### config.mk
export PLATFORM = sky130hd
export DESIGN_NAME = ddr_read_arbiter
export DESIGN_NICKNAME = d
export VERILOG_FILES = /design/src/rtl/ddr_read_arbiter.sv
export SDC_FILE = /design/constraint.sdc
export NUM_CORES = 1
export LEC_CHECK = 0
export CAP_MARGIN = 25
export CORE_AREA = 3 3 133 135
export CTS_CLUSTER_DIAMETER = 150
export DETAILED_ROUTE_END_ITERATION = 6
export DIE_AREA = 0 0 136 138
export PLACE_DENSITY = 0.73
export SETUP_SLACK_MARGIN = 0.4
export SLEW_MARGIN = 10
export SYNTH_ARGS = -nofsm -noshare
export SYNTH_HDL_FRONTEND = slang
export SYNTH_SLANG_ARGS = --single-unit
### constraint.sdc
create_clock -name clk -period 1.7 [get_ports clk]
set_input_delay 0.255 -clock clk [delete_from_list [all_inputs] [get_ports clk]]
set_output_delay 0.255 -clock clk [all_outputs]
set_load 0.01 [all_outputs]
### src/rtl/ddr_read_arbiter.sv
// ddr_read_arbiter
//
// Shares one external read port between three memory clients:
//   client 0 = instruction fetch (fixed top priority)
//   client 1 = input-feature load
//   client 2 = weight load
// Clients 1 and 2 share the remaining bandwidth round-robin. An accepted
// burst issues one read per cycle on the shared port, and the returned data
// is tagged to the owning client with rd_valid/rd_done strobes.
//
// Ports:
//   clk, rst            system clock, synchronous active-high reset
//   req_valid[x]        client x requests a burst
//   req_addr            packed per-client start word address (x*ADDR_WIDTH +: ADDR_WIDTH)
//   req_len             packed per-client beats-minus-one (x*LEN_WIDTH +: LEN_WIDTH)
//   req_ready[x]        combinational grant; request accepted on valid & ready
//   rd_valid[x]         rd_data belongs to client x this cycle
//   rd_done[x]          pulse with the last returned beat of client x's burst
//   rd_data             shared return data, wired straight from mem_rdata
//   mem_rd_en/mem_addr  shared port read request
//   mem_rdata           shared port read data, valid one cycle after mem_rd_en
//   busy                high whenever the arbiter is not idle

module ddr_read_arbiter #(
    parameter int unsigned ADDR_WIDTH = 16,
    parameter int unsigned DATA_WIDTH = 128,
    parameter int unsigned LEN_WIDTH  = 4
) (
    input  logic                      clk,
    input  logic                      rst,

    input  logic [2:0]                req_valid,
    input  logic [3*ADDR_WIDTH-1:0]   req_addr,
    input  logic [3*LEN_WIDTH-1:0]    req_len,
    output logic [2:0]                req_ready,

    output logic [2:0]                rd_valid,
    output logic [2:0]                rd_done,
    output logic [DATA_WIDTH-1:0]     rd_data,

    output logic                      mem_rd_en,
    output logic [ADDR_WIDTH-1:0]     mem_addr,
    input  logic [DATA_WIDTH-1:0]     mem_rdata,

    output logic                      busy
);

    typedef enum logic [1:0] {
        IDLE  = 2'd0,
        BURST = 2'd1,
        DRAIN = 2'd2
    } state_e;

    state_e                  state_q;

    // rr_q == 0: feature wins the next feature/weight tie, 1: weight wins.
    logic                    rr_q;

    logic [1:0]              owner_q;
    logic [LEN_WIDTH-1:0]    len_q;
    logic [LEN_WIDTH-1:0]    beat_q;

    logic                    mem_rd_en_q;
    logic [ADDR_WIDTH-1:0]   mem_addr_q;
    logic                    busy_q;
    logic [2:0]              rd_valid_q;
    logic [2:0]              rd_done_q;

    // Combinational arbitration result for the current IDLE cycle.
    logic                    grant_d;
    logic [1:0]              grant_idx_d;
    logic [ADDR_WIDTH-1:0]   grant_addr_d;
    logic [LEN_WIDTH-1:0]    grant_len_d;

    logic                    last_beat;

    //--------------------------------------------------------------------
    // Arbitration. Only evaluated in IDLE; a grant during reset would be
    // discarded by the reset branch, so ready is suppressed there as well.
    //--------------------------------------------------------------------
    always_comb begin
        grant_d     = 1'b0;
        grant_idx_d = 2'd0;
        if (state_q == IDLE && !rst) begin
            if (req_valid[0]) begin
                grant_d     = 1'b1;
                grant_idx_d = 2'd0;
            end else if (req_valid[1] && req_valid[2]) begin
                grant_d     = 1'b1;
                grant_idx_d = rr_q ? 2'd2 : 2'd1;
            end else if (req_valid[1]) begin
                grant_d     = 1'b1;
                grant_idx_d = 2'd1;
            end else if (req_valid[2]) begin
                grant_d     = 1'b1;
                grant_idx_d = 2'd2;
            end
        end
    end

    always_comb begin
        req_ready = '0;
        if (grant_d) begin
            req_ready = 3'b001 << grant_idx_d;
        end
    end

    // Select the granted client's address/length fields.
    always_comb begin
        grant_addr_d = '0;
        grant_len_d  = '0;
        case (grant_idx_d)
            2'd0: begin
                grant_addr_d = req_addr[0*ADDR_WIDTH +: ADDR_WIDTH];
                grant_len_d  = req_len[0*LEN_WIDTH +: LEN_WIDTH];
            end
            2'd1: begin
                grant_addr_d = req_addr[1*ADDR_WIDTH +: ADDR_WIDTH];
                grant_len_d  = req_len[1*LEN_WIDTH +: LEN_WIDTH];
            end
            2'd2: begin
                grant_addr_d = req_addr[2*ADDR_WIDTH +: ADDR_WIDTH];
                grant_len_d  = req_len[2*LEN_WIDTH +: LEN_WIDTH];
            end
            default: begin
                grant_addr_d = '0;
                grant_len_d  = '0;
            end
        endcase
    end

    assign last_beat = (beat_q == len_q);

    //--------------------------------------------------------------------
    // Control FSM and registered outputs.
    // mem_rd_en_q is high exactly while in BURST, so the return-path
    // strobes are derived from the BURST state one cycle earlier.
    //--------------------------------------------------------------------
    always_ff @(posedge clk) begin
        if (rst) begin
            state_q     <= IDLE;
            rr_q        <= 1'b0;
            owner_q     <= 2'd0;
            len_q       <= '0;
            beat_q      <= '0;
            mem_rd_en_q <= 1'b0;
            mem_addr_q  <= '0;
            busy_q      <= 1'b0;
            rd_valid_q  <= '0;
            rd_done_q   <= '0;
        end else begin
            // Return path: one cycle behind the issued read.
            rd_valid_q <= (state_q == BURST) ? (3'b001 << owner_q) : 3'b000;
            rd_done_q  <= (state_q == BURST && last_beat) ? (3'b001 << owner_q) : 3'b000;

            case (state_q)
                IDLE: begin
                    if (grant_d) begin
                        state_q     <= BURST;
                        owner_q     <= grant_idx_d;
                        len_q       <= grant_len_d;
                        beat_q      <= '0;
                        mem_rd_en_q <= 1'b1;
                        mem_addr_q  <= grant_addr_d;
                        busy_q      <= 1'b1;
                        // Instruction grants leave the feature/weight order alone.
                        if (grant_idx_d != 2'd0) begin
                            rr_q <= (grant_idx_d == 2'd1);
                        end
                    end
                end

                BURST: begin
                    if (last_beat) begin
                        state_q     <= DRAIN;
                        beat_q      <= '0;
                        mem_rd_en_q <= 1'b0;
                    end else begin
                        beat_q     <= beat_q + 1'b1;
                        // Wraps naturally at the top of the address space.
                        mem_addr_q <= mem_addr_q + 1'b1;
                    end
                end

                DRAIN: begin
                    state_q <= IDLE;
                    busy_q  <= 1'b0;
                end

                default: begin
                    state_q     <= IDLE;
                    mem_rd_en_q <= 1'b0;
                    busy_q      <= 1'b0;
                end
            endcase
        end
    end

    assign mem_rd_en = mem_rd_en_q;
    assign mem_addr  = mem_addr_q;
    assign busy      = busy_q;
    assign rd_valid  = rd_valid_q;
    assign rd_done   = rd_done_q;
    assign rd_data   = mem_rdata;

endmodule

==> results.yml <==
placed_design:
  gp_congestion: 0.867
  place_hpwl_mm: 9.78
  port_buffers: 91
  placed_area_um2: 3800
timing:
  finalSetupTns_ps: -205
  slew-limit-headroom_pct: 74.5
  tightest_slew_ps: 381
  finalMaxSlewViolations: 0
  fmax_mhz: 574
  post-route-min-period_ps: 1740
  skew_ps: 6.92
  fin_crit_sh_pct: 102
  finalWorstSetupSlack_ps: -42.5
  rsz0062_at_grt: "yes"
  setup_viol: 8
  fin_hold_ws_ps: 457
  final_hold_viol_count: 0
clocking:
  clkSinkCount: 37
  htree_levels: 2
  cts_made_buffers: 5
  cts.root.buffer_cell: "clkbuf_16"
  clk_latency_ps: 290
  clockBufferDepth: 2
  tritoncts: "built"
  cts.clk_slew.worst_paths_ps: 60
logic_synthesis:
  synth_area_per_cell_um2: 8.14
  synth.largest_area_cell: "buf_4"
  synthCells: 393
  ys_seq_elements: 37
  async_flop_share_pct: 0
  synth_edf_count: 0
  synth_seq_area_share_pct: 23.1
  synth_area_leaders: "buf_4 31%, dfxtp_1 23%, a32oi_1 3.3%"
  ys_warn_count: 0
  yosys_most_used_dff: "dfxtp_1"
  synth_area_um2: 3200
  synth_fp_nets: 588
  synth.distinct_cells: 58
  synth.top_cell.area_share_pct: 30.7
final_layout:
  layout_common_cells: "60 x clkdlybuf4s50_1, 55 x buf_4, 22 x dfxtp_1, 22 x buf_6, 21 x nor2_1"
  area_growth_pct: 41.2
  seq_area_um2: 769
  layout-drive-gt1-share_pct: 40.5
  fin_nets: 614
  stdcell_area_um2: 4520
  fillers: 1782
  multi_input_area_um2: 1710
  n_antenna_cell: 0
  layout_commonest_cell: "clkdlybuf4s50_1"
drt:
  drc: 0
  detail-route-antenna-nets: 0
  first_pass_iters: 4
  vias: 3023
  first_iter_violations: 279
  wl_per_cell_um: 20.1
  via_per_inst: 4.72
  routed_wl_mm: 12.9
setup_path:
  cp-start-kind: "register"
  cpMostUsedCell: "buf_4"
  max_stage_delay_ps: 360
  cp-end-kind: "register"
  crit_chain: "buf_6 > nor3_4 > buf_4 > buf_4 > buf_4 > buf_4 > o31ai_2 > buf_4 > a221oi_2 > nor3_1"
  startpoint: "state_q[1]"
  worst_r2r_startpoint: "state_q[1]"
  r2r_end: "len_q[0]"
  cp.arrival_ps: 1910
  critical_path.slowest_cell: "dfxtp_4"
  rrSetupSlack_ps: -40
  crit_path_max_fanout: 6
  criticalPathCategory: "register to register"
  worstPathRequired_ps: 1870
  worstSetupEndpoint: "len_q[0]"
  reg2regPathDepth: 10
worst_hold_path:
  hold_class: "register to register"
die:
  std_cell_rows: 47
  dieArea_um2: 18800
  io_pins: 348
  fp.dieH_um: 138
  start_util_pct: 19.3
  core_um2: 16600
  die-width_um: 136
job:
  cap_viol_max_count: 0
global_route:
  grt_max_degree: 20
  use_met3_pct: 6.58
  grt_pass1_vias: 3005
  grt_overflow_total: 0
  grt_use_met2_pct: 20.7
  grt_pass1_wl_mm: 18.7
  use_met1_pct: 15.4
  grt.busiest_layer: "met2"
  antenna_found_initial: 2
  grtUsageTotal_pct: 13.3
run_status:
  status: "complete, but fails checks"
  violations: "setup timing"
power_and_ir_drop:
  p_leak_nw: 1.66
  peakVddDrop_mv: 0.379
  power.density_nw_per_um2: 776
synth_stat cells (all sizes together) (2+ instances only):
master	number
a2111oi	3
a211oi	3
a21oi	17
a221o	3
a221oi	5
a22oi	3
a311oi	4
a31oi	3
a32o	8
a32oi	12
a41oi	2
and2	4
and3	3
buf	144
clkbuf	6
dfxtp	37
ha	2
inv	6
nand2	13
nand2b	4
nand3	7
nand4	3
nor2	25
nor3	11
nor3b	2
nor4	6
nor4b	2
o21a	4
o21ai	15
o22ai	5
o2bb2ai	5
o31a	2
o31ai	5
o32ai	2
or2	2
or3	2
xnor2	5
per-stage QoR:
step	power [mW]	worst slack [ps]	std cells	util (%)
after floorplan	1.90	195	393	-
after global placement	2.17	-514	604	22.9
after detailed placement	2.18	-532	604	22.9
after CTS	3.42	-43.6	632	26.2
after global routing	3.69	-144	640	27.3
final	3.51	-42.5	640	27.3
sequential cells by signal, summed over array words and instances (netlist names):
signal,cells
rd_valid,3
state_q,2
len_q,4
busy,1
rr_q,1
mem_addr,16
rd_done,3
beat_q,4
mem_rd_en,1
owner_q,2
repair_timing:
item	in CTS	in global routing
gates cloned	1	0
gates resized for setup	109	27
buffers inserted	19	8
endpoints found under the setup margin	63	45
pin swaps	30	16
hold buffers	0	0
endpoints found under the hold margin	0	0
power breakdown:
| part | leakage [nW] | switching (mW) | internal [mW] |
|---|---|---|---|
| logic | 1.27 | 0.625 | 0.726 |
| clock network | 0.0800 | 0.393 | 0.694 |
| registers | 0.310 | 0.108 | 0.961 |
| total | 1.66 | 1.13 | 2.38 |
worst max-delay path: cells and delay by family (launching register included):
kind            cells  cell delay (ps)
simple gates        2              290
compound gates      2              260
buf+inv             6              720
flops               1              360
cell families (layout without fill, tap and decap cells):
logic type,Yosys count,in the layout,synth area share (%)
flip-flops,37,37,23.1
AO/OA/AOI/OAI,106,106,25.4
buffers and inverters,156,183,34.5
AND/OR/NAND/NOR,86,86,14.5
adder cells (fa/ha/maj),2,2,0.782
XOR/XNOR,5,5,1.37
multiplexers,1,1,0.313
area by class of cell:
type / count / share of cell area (%)
multi-input cells: 200 / 37.9
repair buffers: 169 / 34.7
inverters: 6 / 0.498
clock buffers: 5 / 2.77
clock inverters: 3 / 1.02
flip-flops and latches: 37 / 17.0
well taps: 220 / 6.09
worst min path at each step:
stage | start | endpoint | slack [ps] | cells after the start
final | busy | busy | 460 | 2
after global routing | busy | busy | 470 | 2
after CTS | busy | busy | 450 | 2
after detailed placement | busy | busy | 450 | 2
after global placement | busy | busy | 450 | 2
after floorplan | req_valid[0] | busy | 420 | 2
routing by layer:
metal | routed length, um | share of wire, %
met1 | 4860 | 38
met2 | 5910 | 46
met3 | 1570 | 12
met4 | 514 | 4.0
met5 | 28 | 0.22
(Power assumes the default switching activity.)
